### src/rtl/tx_rx_defs.sv
// Shared constants and state encodings for the serial transmit/receive pair.
// TX and RX encodings sit side by side so both controllers agree on numbering.
package tx_rx_defs;

    localparam int DATA_W = 8;
    localparam int WORDS  = 4;
    localparam int ADR_W  = $clog2(WORDS);
    localparam int BIT_W  = $clog2(DATA_W);

    typedef enum logic [2:0] {
        TX_IDLE     = 3'd0,
        TX_LOAD     = 3'd1,
        TX_WAIT_RDY = 3'd2,
        TX_SEND     = 3'd3,
        TX_NEXT     = 3'd4,
        TX_FINISH   = 3'd5
    } tx_state_t;

    // Receiver walks sh1..sh8 in lockstep with the eight TX_SEND cycles.
    typedef enum logic [3:0] {
        RX_IDLE   = 4'd0,
        RX_SH1    = 4'd1,
        RX_SH2    = 4'd2,
        RX_SH3    = 4'd3,
        RX_SH4    = 4'd4,
        RX_SH5    = 4'd5,
        RX_SH6    = 4'd6,
        RX_SH7    = 4'd7,
        RX_SH8    = 4'd8,
        RX_WRITE  = 4'd9,
        RX_INC    = 4'd10,
        RX_FINISH = 4'd11
    } rx_state_t;

endpackage

### src/rtl/tx_shreg.sv
// Parallel-load, LSB-first right-shift register; load wins over shift.
// Zero fill keeps the line quiet if shifting ever runs past the word.
module tx_shreg
    import tx_rx_defs::*;
(
    input  logic              clk,
    input  logic              clr,
    input  logic              load,
    input  logic              shift,
    input  logic [DATA_W-1:0] d,
    output logic              q0
);

    logic [DATA_W-1:0] shreg_q, shreg_d;

    always_comb begin
        shreg_d = shreg_q;
        if (load) begin
            shreg_d = d;
        end else if (shift) begin
            shreg_d = {1'b0, shreg_q[DATA_W-1:1]};
        end
    end

    always_ff @(posedge clk or negedge clr) begin
        if (!clr) begin
            shreg_q <= '0;
        end else begin
            shreg_q <= shreg_d;
        end
    end

    assign q0 = shreg_q[0];

endmodule

### src/rtl/tx_serializer.sv
// Reads WORDS bytes from an async-read source, handshakes each with the receiver,
// then shifts it out LSB-first over DATA_W cycles. Finish is sticky until clr.
//
// state       | meaning
// ------------+-------------------------------------------------
// TX_IDLE     | waiting for start
// TX_LOAD     | capture rd_data at rd_adr = word_cnt
// TX_WAIT_RDY | Tx_vld high, waiting for Rx_ready
// TX_SEND     | one bit per cycle on Tx_data
// TX_NEXT     | advance word counter or finish
// TX_FINISH   | Tx_finish high, absorbing
module tx_serializer
    import tx_rx_defs::*;
(
    input  logic              clk,
    input  logic              clr,
    input  logic              start,
    output logic [ADR_W-1:0]  rd_adr,
    input  logic [DATA_W-1:0] rd_data,
    input  logic              Rx_ready,
    output logic              Tx_vld,
    output logic              Tx_data,
    output logic              Tx_busy,
    output logic              Tx_finish
);

    tx_state_t        state_q, state_d;
    logic [BIT_W-1:0] bit_cnt_q, bit_cnt_d;
    logic [ADR_W-1:0] word_cnt_q, word_cnt_d;
    logic             sh_load, sh_shift, sh_q0;

    always_ff @(posedge clk or negedge clr) begin
        if (!clr) begin
            state_q    <= TX_IDLE;
            bit_cnt_q  <= '0;
            word_cnt_q <= '0;
        end else begin
            state_q    <= state_d;
            bit_cnt_q  <= bit_cnt_d;
            word_cnt_q <= word_cnt_d;
        end
    end

    always_comb begin
        state_d    = state_q;
        bit_cnt_d  = bit_cnt_q;
        word_cnt_d = word_cnt_q;
        sh_load    = 1'b0;
        sh_shift   = 1'b0;
        case (state_q)
            TX_IDLE: begin
                if (start) begin
                    state_d    = TX_LOAD;
                    word_cnt_d = '0;
                end
            end
            TX_LOAD: begin
                sh_load = 1'b1;
                state_d = TX_WAIT_RDY;
            end
            TX_WAIT_RDY: begin
                if (Rx_ready) begin
                    state_d   = TX_SEND;
                    bit_cnt_d = '0;
                end
            end
            TX_SEND: begin
                sh_shift  = 1'b1;
                bit_cnt_d = bit_cnt_q + BIT_W'(1);
                if (bit_cnt_q == BIT_W'(DATA_W-1)) begin
                    state_d = TX_NEXT;
                end
            end
            TX_NEXT: begin
                // Stop before word_cnt can wrap; FINISH never leaves.
                if (word_cnt_q == ADR_W'(WORDS-1)) begin
                    state_d = TX_FINISH;
                end else begin
                    word_cnt_d = word_cnt_q + ADR_W'(1);
                    state_d    = TX_LOAD;
                end
            end
            TX_FINISH: state_d = TX_FINISH;
            default:   state_d = TX_IDLE;
        endcase
    end

    tx_shreg u_shreg (
        .clk   (clk),
        .clr   (clr),
        .load  (sh_load),
        .shift (sh_shift),
        .d     (rd_data),
        .q0    (sh_q0)
    );

    assign rd_adr    = word_cnt_q;
    assign Tx_vld    = (state_q == TX_WAIT_RDY);
    assign Tx_data   = (state_q == TX_SEND) && sh_q0;
    assign Tx_busy   = (state_q != TX_IDLE) && (state_q != TX_FINISH);
    assign Tx_finish = (state_q == TX_FINISH);

endmodule

### config.mk
export PLATFORM = sky130hd
export DESIGN_NAME = tx_serializer
export DESIGN_NICKNAME = d
export VERILOG_FILES = /design/src/rtl/tx_rx_defs.sv /design/src/rtl/tx_shreg.sv /design/src/rtl/tx_serializer.sv
export SDC_FILE = /design/constraint.sdc
export NUM_CORES = 1
export LEC_CHECK = 0
export BUFFER_PORTS_ARGS = -buffer_cell sky130_fd_sc_hd__buf_2
export CAP_MARGIN = 20
export CORE_AREA = 2 2 50 52
export DETAILED_ROUTE_END_ITERATION = 8
export DIE_AREA = 0 0 52 54
export GPL_TIMING_DRIVEN = 0
export HOLD_SLACK_MARGIN = 0.12
export PLACE_DENSITY = 0.63
export RECOVER_POWER = 100
export SYNTH_ARGS = -nofsm -noshare
export SYNTH_HDL_FRONTEND = slang
export SYNTH_HIERARCHICAL = 1
export SYNTH_SLANG_ARGS = --single-unit
### constraint.sdc
create_clock -name clk -period 1.6 [get_ports clk]
set_clock_uncertainty 0.1 [all_clocks]
set_input_delay 0.4 -clock clk [delete_from_list [all_inputs] [get_ports clk]]
set_output_delay 0.4 -clock clk [all_outputs]
set_load 0.05 [all_outputs]
==> results of run 1 <==
-- through the flow --
| stage | hold WS, ps | utilization | power, W | cells |
|---|---|---|---|---|
| after floorplan | 4.409 | - | 0.001393 | 79 |
| after global placement | 227.5 | 0.4250 | 0.001547 | 126 |
| after detailed placement | 232.2 | 0.4250 | 0.001578 | 126 |
| after CTS | 214.8 | 0.5043 | 0.002110 | 141 |
| after global routing | 212.6 | 0.5194 | 0.002314 | 142 |
| final | 221.6 | 0.5194 | 0.002157 | 142 |
-- per-layer routing --
| layer | up-vias | GRT usage |
|---|---|---|
| met1 | 329 | 0.1916 |
| li1 | 341 | - |
| met5 | - | 0 |
| met3 | 2 | 0.03056 |
| met4 | 0 | 0.1053 |
| met2 | 16 | 0.2447 |
-- power by group through the flow --
stage,Clock [W],Sequential (W),Combinational [W]
4_1_cts,0.000277,0.000615,0.00122
6_report,0.000264,0.000622,0.00127
3_3_place_gp,0,0.000624,0.000922
2_1_floorplan,0,0.000624,0.000768
5_1_grt,0.000298,0.000641,0.00137
3_5_place_dp,0,0.000631,0.000947
-- layout by cell type, fill, tap and decap left out, types with 2 or more instances in the layout --
master,instances
nand2_1,10
nor2b_1,2
dfrtp_1,12
buf_8,3
o21ai_0,3
mux2i_1,7
clkbuf_4,3
and2_4,2
buf_2,12
buf_4,8
ha_1,3
dfrtp_2,4
buf_6,9
a21oi_1,2
o21ai_1,7
a22o_1,5
nand2b_1,2
-- layout make-up --
class / count / area share
Multi-Input combinational cell: 57 / 0.3624
Inverter: 1 / 0.007269
Sequential cell: 16 / 0.3364
Clock buffer: 4 / 0.03011
Buffer: 3 / 0.02804
Tap cell: 30 / 0.03115
Timing Repair Buffer: 31 / 0.2046
-- state kept, by name, indices dropped and copies added (netlist names) --
| name | count |
|---|---|
| state_q | 3 |
| rd_adr | 2 |
| u_shreg/shreg_q | 8 |
| bit_cnt_q | 3 |
-- what timing repair did --
action	4_1_cts	5_1_grt
endpoints found under the setup margin	12	13
hold buffers	1	0
setup buffers	10	2
cloned	0	1
hold endpoints to repair	16	0
resized for setup	19	11
pin swaps	1	3
-- kinds of logic (layout without fill, tap and decap cells) --
family / Yosys count / after routing / synth area share
and+or+nand+nor: 25 / 25 / 0.1608
AOI/OAI and AO/OA: 20 / 20 / 0.1594
DFF: 16 / 16 / 0.4678
muxes: 8 / 8 / 0.09941
buffers and inverters: 6 / 39 / 0.05847
adders and majority gates: 3 / 3 / 0.04386
xor gates and xnor gates: 1 / 1 / 0.01024
-- critical path, cell delays in order (launching register included) --
cell	delay, ps
dfrtp_2	450
and3b_1	250
and2_4	150
buf_8	130
-- worst paths after layout --
path,slack [ps],end,from
max in group asynchronous,190,state_q[2],clr
min reg2reg,420,bit_cnt_q[2],bit_cnt_q[2]
min in group asynchronous,630,state_q[0],clr
max,-160,Tx_data,state_q[2]
max reg2reg,60,u_shreg/shreg_q[1],state_q[0]
min,220,u_shreg/shreg_q[6],rd_data[6]
==> flow_metrics.tcl, run 1 <==
set metrics [dict create \
    std_cell_rows 18 \
    regArea_um2 405.4 \
    switchingPower_w 0.0008202 \
    seq_power_share 0.288 \
    violations "negative setup slack" \
    clkLatencyLatePin_ps 280 \
    seq_area_frac_synth 0.4678 \
    syn_nets 94 \
    antenna-diode-count 0 \
    setup_tns_ps -595.4 \
    grt_setup_unrepaired "yes" \
    hold_violations 0 \
    htree_levels 1 \
    clock.fmax_mhz 568.7 \
    synth_edf_count 0 \
    grt_max_degree 17 \
    ant_nets 0 \
    switching_share 0.3802 \
    netlist_area_um2 855.8 \
    synth_most_common_cell "dfrtp_1" \
    cts_buffer_depth 2 \
    wl_met1_um 890 \
    first_global_vias 674 \
    vias 688 \
    cts_buffers 3 \
    dp.final_hpwl_um 1190 \
    min_period_ps 1758 \
    syn_area_per_cell_um2 10.83 \
    vias_per_cell 4.845 \
    p_comb_frac 0.589 \
    end_kind "output port" \
    grt_overflow_total 0 \
    synthFlopType "dfrtp_1" \
    port_buffers 17 \
    netlist_instances 79 \
    finalMaxSlewViolations 0 \
    fp.dieW_um 52 \
    numClockSinks 16 \
    io_pins 18 \
    wl_met3_um 81 \
    tightest_slew_ps 845.8 \
    drt-initial-drc-count 8 \
    synth_common_cells "dfrtp_1 (16), nand2_1 (10), mux2i_1 (7), o21ai_1 (7), a22o_1 (5)" \
    synth_area_leaders "dfrtp_1 (47%), mux2i_1 (8.2%), a22o_1 (5.1%), ha_1 (4.4%), nand2_1 (4.4%)" \
    pwr-share-clk 0.122 \
    power.internal_w 0.001337 \
    dieArea_um2 2808 \
    area_growth_pct 40.79 \
    placed_area_um2 985.9 \
    multi_input_area_um2 436.7 \
    antenna_found_initial 0 \
    dr.max_layer_used "met4" \
    postRouteWirelength_um 1870 \
    routabilityCongestion 0.7098 \
    coreArea_um2 2320 \
    worstHoldPathCells 3 \
    r2r_cells 8 \
    track_usage 0.1550 \
    ys_types 28 \
    setup_viol 4 \
    crit_arrival_ps 1260 \
    wl_per_cell_um 13.17 \
    pre_cts_ws_ps -301.4 \
    leakage_nw 0.6030 \
    synthArstFlopShare 1.000 \
    required_ps 1100 \
    nNetsFinal 128 \
    fin_crit_sh 1.099 \
    synth_top_cell_by_area "dfrtp_1" \
    synth_top_area_frac 0.4678 \
    cts_tree "yes" \
    grt_pass1_wl_um 3042 \
    clockRootBuffer "clkbuf_4" \
    cts.clk_slew.worst_paths_ps 100 \
    start_util 0.3689 \
    fillers 232 \
    timing.final.ws_setup_ps -158.5 \
    drv_cap 0 \
    drc 0 \
    worstPathMaxFanout 5 \
    ys_warn_count 6 \
    die_h_um 54 \
    hold_path_class "in2reg" \
    firstDrtPassIters 3 \
    slew_headroom 0.4361 \
    crit_path_start_kind "flip-flop" \
    power_density_nw_per_um2 1790 \
    routed-wl-met2_um 869 \
    status "finished with violations" \
    peakVddDrop_mv 1.361 \
    final_area_um2 1205 \
    ys_ff_latch 16 \
    drive_above_1_share 0.4464 \
    worstSetupPathType "reg2out" \
]
(Power assumes the default switching activity.)
==> inputs of run 2 (changes only) <==
- ABC_AREA: unset -> 1
- CORE_AREA: 2 2 50 52 -> 2 2 51 53
- DIE_AREA: 0 0 52 54 -> 0 0 53 55
==> flow_metrics.tcl, run 2 <==
set metrics [dict create \
    clockRootBuffer "clkbuf_4" \
    violations "negative setup slack" \
    cp_num_buf_inv 3 \
    worstPathMaxFanout 4 \
    seq_area_frac_synth 0.4451 \
    hp-start "rd_data[7]" \
    fillers 240 \
    track_usage 0.1511 \
    clock.fmax_mhz 553.6 \
    htree_levels 1 \
    ant_nets 0 \
    seq_power_share 0.590 \
    tightest_slew_ps 394.5 \
    min_period_ps 1806 \
    ys_types 21 \
    timing.final.ws_setup_ps -206.4 \
    largest_reg_flops 8 \
    drc 0 \
    vias 809 \
    setup_viol 4 \
    grt_overflow_total 0 \
    die_h_um 55 \
    port_buffers 17 \
    pre_cts_ws_ps -10.47 \
    first_global_vias 810 \
    cpPeakStageDelay_ps 450 \
    fin_crit_sh 1.129 \
    cp_cell_sequence "inv_2 > nand3_4 > clkinvlp_4 > a21oi_4 > buf_6" \
    worstHoldPathCells 3 \
    firstDrtPassIters 4 \
    clkLatencyLatePin_ps 280 \
    end_kind "output port" \
    netlist_instances 110 \
    worstSetupPathType "reg2out" \
    layout_common_cells "nand2_1 (35), nand3_1 (17), dfrtp_1 (14), buf_4 (13), buf_2 (12)" \
    finalMaxSlewViolations 0 \
    nNetsFinal 161 \
    r2r_slack_ps 70 \
    cp_top_family "flip-flops" \
    required_ps 1100 \
    switchingPower_w 0.0001310 \
    netlist_area_um2 899.6 \
    drv_cap 0 \
    hold_path_class "in2reg" \
    synth_area_leaders "dfrtp_1 (45%), nand2_1 (15%), nand3_1 (11%), inv_1 (4.6%), nor2_8 (4.5%)" \
    numClockSinks 16 \
    r2r_start "state_q[1]" \
    leakage_nw 0.6607 \
    vias_per_cell 4.623 \
    drt-initial-drc-count 10 \
    coreArea_um2 2365 \
    hold_violations 0 \
    power_density_nw_per_um2 534.8 \
    std_cell_rows 18 \
    synth_common_cells "nand2_1 (35), nand3_1 (19), dfrtp_1 (16)" \
    synth_top_area_frac 0.4451 \
    cts_buffer_depth 2 \
    dp.final_hpwl_um 1256 \
    drive_above_1_share 0.4069 \
    synthArstFlopShare 1.000 \
    layout_commonest_cell "nand2_1" \
    cts_buffers 3 \
    synthFlopType "dfrtp_1" \
    rr_endpoint "u_shreg/shreg_q[1]" \
    crit_path_start_kind "flip-flop" \
    antenna-diode-count 0 \
    routabilityCongestion 0.7434 \
    crit_arrival_ps 1310 \
    postRouteWirelength_um 1820 \
    ys_ff_latch 16 \
    slowest_stage "dfrtp_2" \
    setup_tns_ps -728.4 \
    grt_max_degree 17 \
    status "finished with violations" \
    r2r_cells 9 \
    syn_area_per_cell_um2 8.178 \
    hold_end "u_shreg/shreg_q[7]" \
    io_pins 18 \
    cts.clk_slew.worst_paths_ps 90 \
    dieArea_um2 2915 \
    synth_most_common_cell "nand2_1" \
    synth_edf_count 0 \
    antenna_found_initial 0 \
    area_growth_pct 42.28 \
    grt_pass1_wl_um 3332 \
    p_comb_frac 0.034 \
    wl_per_cell_um 10.40 \
    slew_headroom 0.7370 \
    top_regs "u_shreg/shreg_q x8, bit_cnt_q x3, state_q x3" \
    pwr-share-clk 0.376 \
    power.internal_w 0.0005535 \
    grt_setup_unrepaired "yes" \
    ys_warn_count 6 \
    peakVddDrop_mv 0.3647 \
    cts_tree "yes" \
    syn_nets 125 \
    largest_register "u_shreg/shreg_q" \
    switching_share 0.1913 \
    synth_top_cell_by_area "dfrtp_1" \
    start_util 0.3804 \
    fp.dieW_um 53 \
]
==> run 2: timing repair <==
item                                   in CTS  in global routing
resized for setup                          18                  3
setup endpoints to repair                   4                  4
pin swaps                                   3                  3
endpoints found under the hold margin      16                  0
setup buffers                               9                  4
hold buffers                                1                  0
==> run 2: final cells by class <==
type                       instances  area, um^2  area share
timing repair buffer              31       237.7      0.1857
clock buffer                       4       36.28     0.02835
tap                               30       37.54     0.02933
inverter                          13       62.56     0.04888
buffer                             3       30.03     0.02346
multi-input combinational         78       473.0      0.3695
sequential                        16       402.9      0.3148
==> run 2: how the worst max path moves through the flow <==
| stage | from | endpoint | slack, ps | cells past startpoint |
|---|---|---|---|---|
| final | state_q[1] | Tx_busy | -210 | 5 |
| after detailed placement | state_q[0] | Tx_data | -10 | 5 |
| after CTS | state_q[1] | Tx_busy | -200 | 5 |
| after floorplan | state_q[1] | Tx_busy | -140 | 4 |
| after global routing | state_q[1] | Tx_busy | -250 | 5 |
| after global placement | state_q[0] | Tx_data | -7 | 5 |
==> run 2: through the flow <==
| step | hold slack, ps | utilization | area (um^2) | std cells | total power, W |
|---|---|---|---|---|---|
| detailed placement | 242.7 | 0.4508 | 1066 | 157 | 0.0004345 |
| floorplan | 4.409 | - | 943.4 | 110 | 0.0004132 |
| CTS | 225.0 | 0.5254 | 1242 | 171 | 0.0006990 |
| global route | 233.7 | 0.5413 | 1280 | 175 | 0.0007203 |
| finish | 225.9 | 0.5413 | 1280 | 175 | 0.0006845 |
| global placement | 236.9 | 0.4508 | 1066 | 157 | 0.0004339 |
==> run 2: power by group through the flow <==
stage          Clock, W  Sequential, W  Combinational, W
2_1_floorplan         0       0.000412        0.00000108
3_5_place_dp          0       0.000412         0.0000225
4_1_cts        0.000271       0.000404         0.0000244
6_report       0.000258       0.000404         0.0000230
5_1_grt        0.000289       0.000404         0.0000272
3_3_place_gp          0       0.000412         0.0000219
==> run 2: worst reg2reg max path: stages (launching register included) <==
cell	delay, ps
dfrtp_2	470
inv_2	100
buf_4	100
buf_4	100
nand2_1	70
nor2_2	110
buf_6	170
inv_6	60
nand3_1	60
nand3_1	80
==> run 2: cell families after synthesis <==
group | count (synthesis) | share of synthesized area
buffers and inverters | 16 | 0.08067
DFF | 16 | 0.4451
adders and majority gates | 3 | 0.04173
and+or+nand+nor | 70 | 0.3936
AOI/OAI and AO/OA | 5 | 0.03893
==> run 2: routing by layer <==
metal / up-vias / track usage / wire (um)
met5: - / 0 / 0
met4: 0 / 0.02564 / 0
met3: 0 / 0.01613 / 66
met2: 17 / 0.2917 / 933
met1: 369 / 0.1838 / 819
li1: 423 / - / -
==> inputs of run 3 (changes only) <==
- CORE_AREA: 2 2 51 53 -> 2 2 49 51
- DIE_AREA: 0 0 53 55 -> 0 0 51 53
- PLACE_DENSITY: 0.63 -> 0.65
- SYNTH_HIERARCHICAL: 1 -> unset
==> flow_metrics.tcl, run 3 <==
set metrics [dict create \
    status "finished with violations" \
    violations "negative setup slack" \
    synthArstFlopShare 1.000 \
    routabilityCongestion 0.8386 \
    worstSetupPathType "reg2out" \
    cpMostUsedCell "buf_6" \
    slowest_stage "dfrtp_1" \
    r2r_cells 6 \
    drc 0 \
    ant_nets 0 \
    ys_ff_latch 16 \
    grt_max_degree 17 \
    synth_common_cells "nand2_1 (38), dfrtp_1 (16), inv_1 (12)" \
    clock.fmax_mhz 572.7 \
    utilization 0.5469 \
    cpPeakStageDelay_ps 390 \
    grt_overflow_total 0 \
    cts.clk_slew.worst_paths_ps 90 \
    rr_endpoint "u_shreg.shreg_q[0]" \
    start_util 0.3914 \
    min_period_ps 1746 \
    synth_top_cell_by_area "dfrtp_1" \
    vias_per_cell 4.785 \
    leakage_nw 0.5903 \
    cts_buffer_depth 2 \
    numClockSinks 16 \
    timing.final.ws_setup_ps -146.2 \
    nNetsFinal 151 \
    setup_tns_ps -481.5 \
    wl_per_cell_um 11.32 \
    antenna_found_initial 0 \
    crit_path_start_kind "flip-flop" \
    port_buffers 17 \
    grt_pass1_wl_um 3201 \
    coreArea_um2 2148 \
    top_regs "u_shreg.shreg_q x8, bit_cnt_q x3, state_q x3" \
    fin_cells 163 \
    fin_crit_sh 1.091 \
    required_ps 1100 \
    worstPathMaxFanout 5 \
    ys_types 20 \
    vias 780 \
    slew_headroom 0.4287 \
    use_met1 0.1989 \
    clockRootBuffer "clkbuf_4" \
    layout_commonest_cell "nand2_1" \
    crit_start "state_q[1]" \
    netlist_area_um2 840.8 \
    syn_nets 119 \
    power_density_nw_per_um2 586.1 \
    seq_area_frac_synth 0.4762 \
    htree_levels 1 \
    syn_area_per_cell_um2 8.085 \
    crit_arrival_ps 1250 \
    finalMaxSlewViolations 0 \
    largest_reg_flops 8 \
    drv_cap 0 \
    dieArea_um2 2703 \
    r2r_slack_ps 240 \
    grt.busiest_layer "met2" \
    placed_area_um2 987.2 \
    track_usage 0.1564 \
    peakVddDrop_mv 0.4302 \
    synth_edf_count 0 \
    netlist_instances 104 \
    cts_buffers 3 \
    std_cell_rows 17 \
    hold_violations 0 \
    setup_viol 4 \
    hold_path_class "in2reg" \
    first_global_vias 751 \
    io_pins 18 \
    end_kind "output port" \
    layout_common_cells "nand2_1 (37), dfrtp_1 (14), buf_2 (12), nand3_1 (9), buf_4 (9)" \
    grt_setup_unrepaired "yes" \
    antenna-diode-count 0 \
    tightest_slew_ps 856.9 \
    drive_above_1_share 0.3778 \
    postRouteWirelength_um 1845 \
    whs_ps 226.2 \
    fillers 203 \
    cts_tree "yes" \
    setup.worst_path.end "Tx_busy" \
    dp.final_hpwl_um 1220 \
    cp_cell_sequence "buf_6 > inv_4 > nand2_4 > nor2_4 > a21oi_4 > buf_6" \
    synth_top_area_frac 0.4762 \
    clkLatencyLatePin_ps 270 \
    area_growth_pct 39.73 \
    grt_use_met3 0.02542 \
    drt-initial-drc-count 14 \
    r2r_start "state_q[2]" \
    fp.dieW_um 51 \
    synthFlopType "dfrtp_1" \
    largest_register "u_shreg.shreg_q" \
    place_inst 149 \
    final_area_um2 1175 \
    ys_warn_count 0 \
    synth_most_common_cell "nand2_1" \
    use_met2 0.2814 \
    die_h_um 53 \
    firstDrtPassIters 4 \
    synth_area_leaders "dfrtp_1 (48%), nand2_1 (17%), nand3_1 (6.0%), inv_1 (5.4%), ha_1 (4.5%)" \
]
run 3: changes by cell type in the layout (fill, tap and decap cells not counted), moves of 3 or more:
cell,previous run,this run
buf_4,13,9
inv_4,0,3
nor2_1,6,2
nor2_4,2,5
nand3_1,17,9
run 3: per-stage QoR:
step | setup WS (ps) | total power, W
2_1_floorplan | 1.615 | 0.0004133
5_1_grt | -216.4 | 0.0007202
3_5_place_dp | -69.59 | 0.0004345
4_1_cts | -141.0 | 0.0006955
3_3_place_gp | -48.59 | 0.0004341
6_report | -146.2 | 0.0006886
run 3: cell type report:
type,instances,area (um^2),area share
Inverter,13,56.30,0.04792
Sequential cell,16,402.9,0.3429
Multi-Input combinational cell,73,427.9,0.3642
Clock buffer,4,36.28,0.03088
Buffer,2,22.52,0.01917
Tap cell,28,35.03,0.02982
Timing Repair Buffer,27,193.9,0.1651
run 3: kinds of logic after synthesis:
kind of cell / share of synthesized area
fa+ha+maj: 0.04465
buf+inv: 0.08481
simple gates: 0.3408
compound gates: 0.05357
flops: 0.4762
run 3: worst max-delay path: cells and delay by family, from the launching register on:
family                 cells  cell delay, ps
and+or+nand+nor            2             180
buffers and inverters      3             350
DFF                        1             390
AOI/OAI and AO/OA          1              40
run 3: repair_timing:
action | CTS | global route
resized for setup | 21 | 5
hold buffers | 1 | 0
hold endpoints to repair | 16 | 0
pin swaps | 2 | 3
buffers inserted | 9 | 0
endpoints found under the setup margin | 4 | 4
run 3: metal layers:
layer,vias up,routed length [um]
li1,393,-
met4,0,16
met1,362,766
met3,2,87
met5,-,0
met2,23,973
run 3: worst min-delay path by stage:
stage / startpoint / to / slack [ps] / cells past startpoint
2_1_floorplan: clr / bit_cnt_q[0] / 4 / 0
3_3_place_gp: clr / bit_cnt_q[0] / 230 / 1
3_5_place_dp: clr / bit_cnt_q[0] / 230 / 1
4_1_cts: rd_data[1] / u_shreg.shreg_q[1] / 220 / 3
5_1_grt: rd_data[7] / u_shreg.shreg_q[7] / 230 / 2
6_report: rd_data[5] / u_shreg.shreg_q[5] / 230 / 3
run 3: report_power, final:
group | internal [W] | switching (W)
Clock | 0.000138 | 0.000123
Sequential | 0.000404 | 0
Combinational | 0.0000108 | 0.0000125
Total | 0.000553 | 0.000136
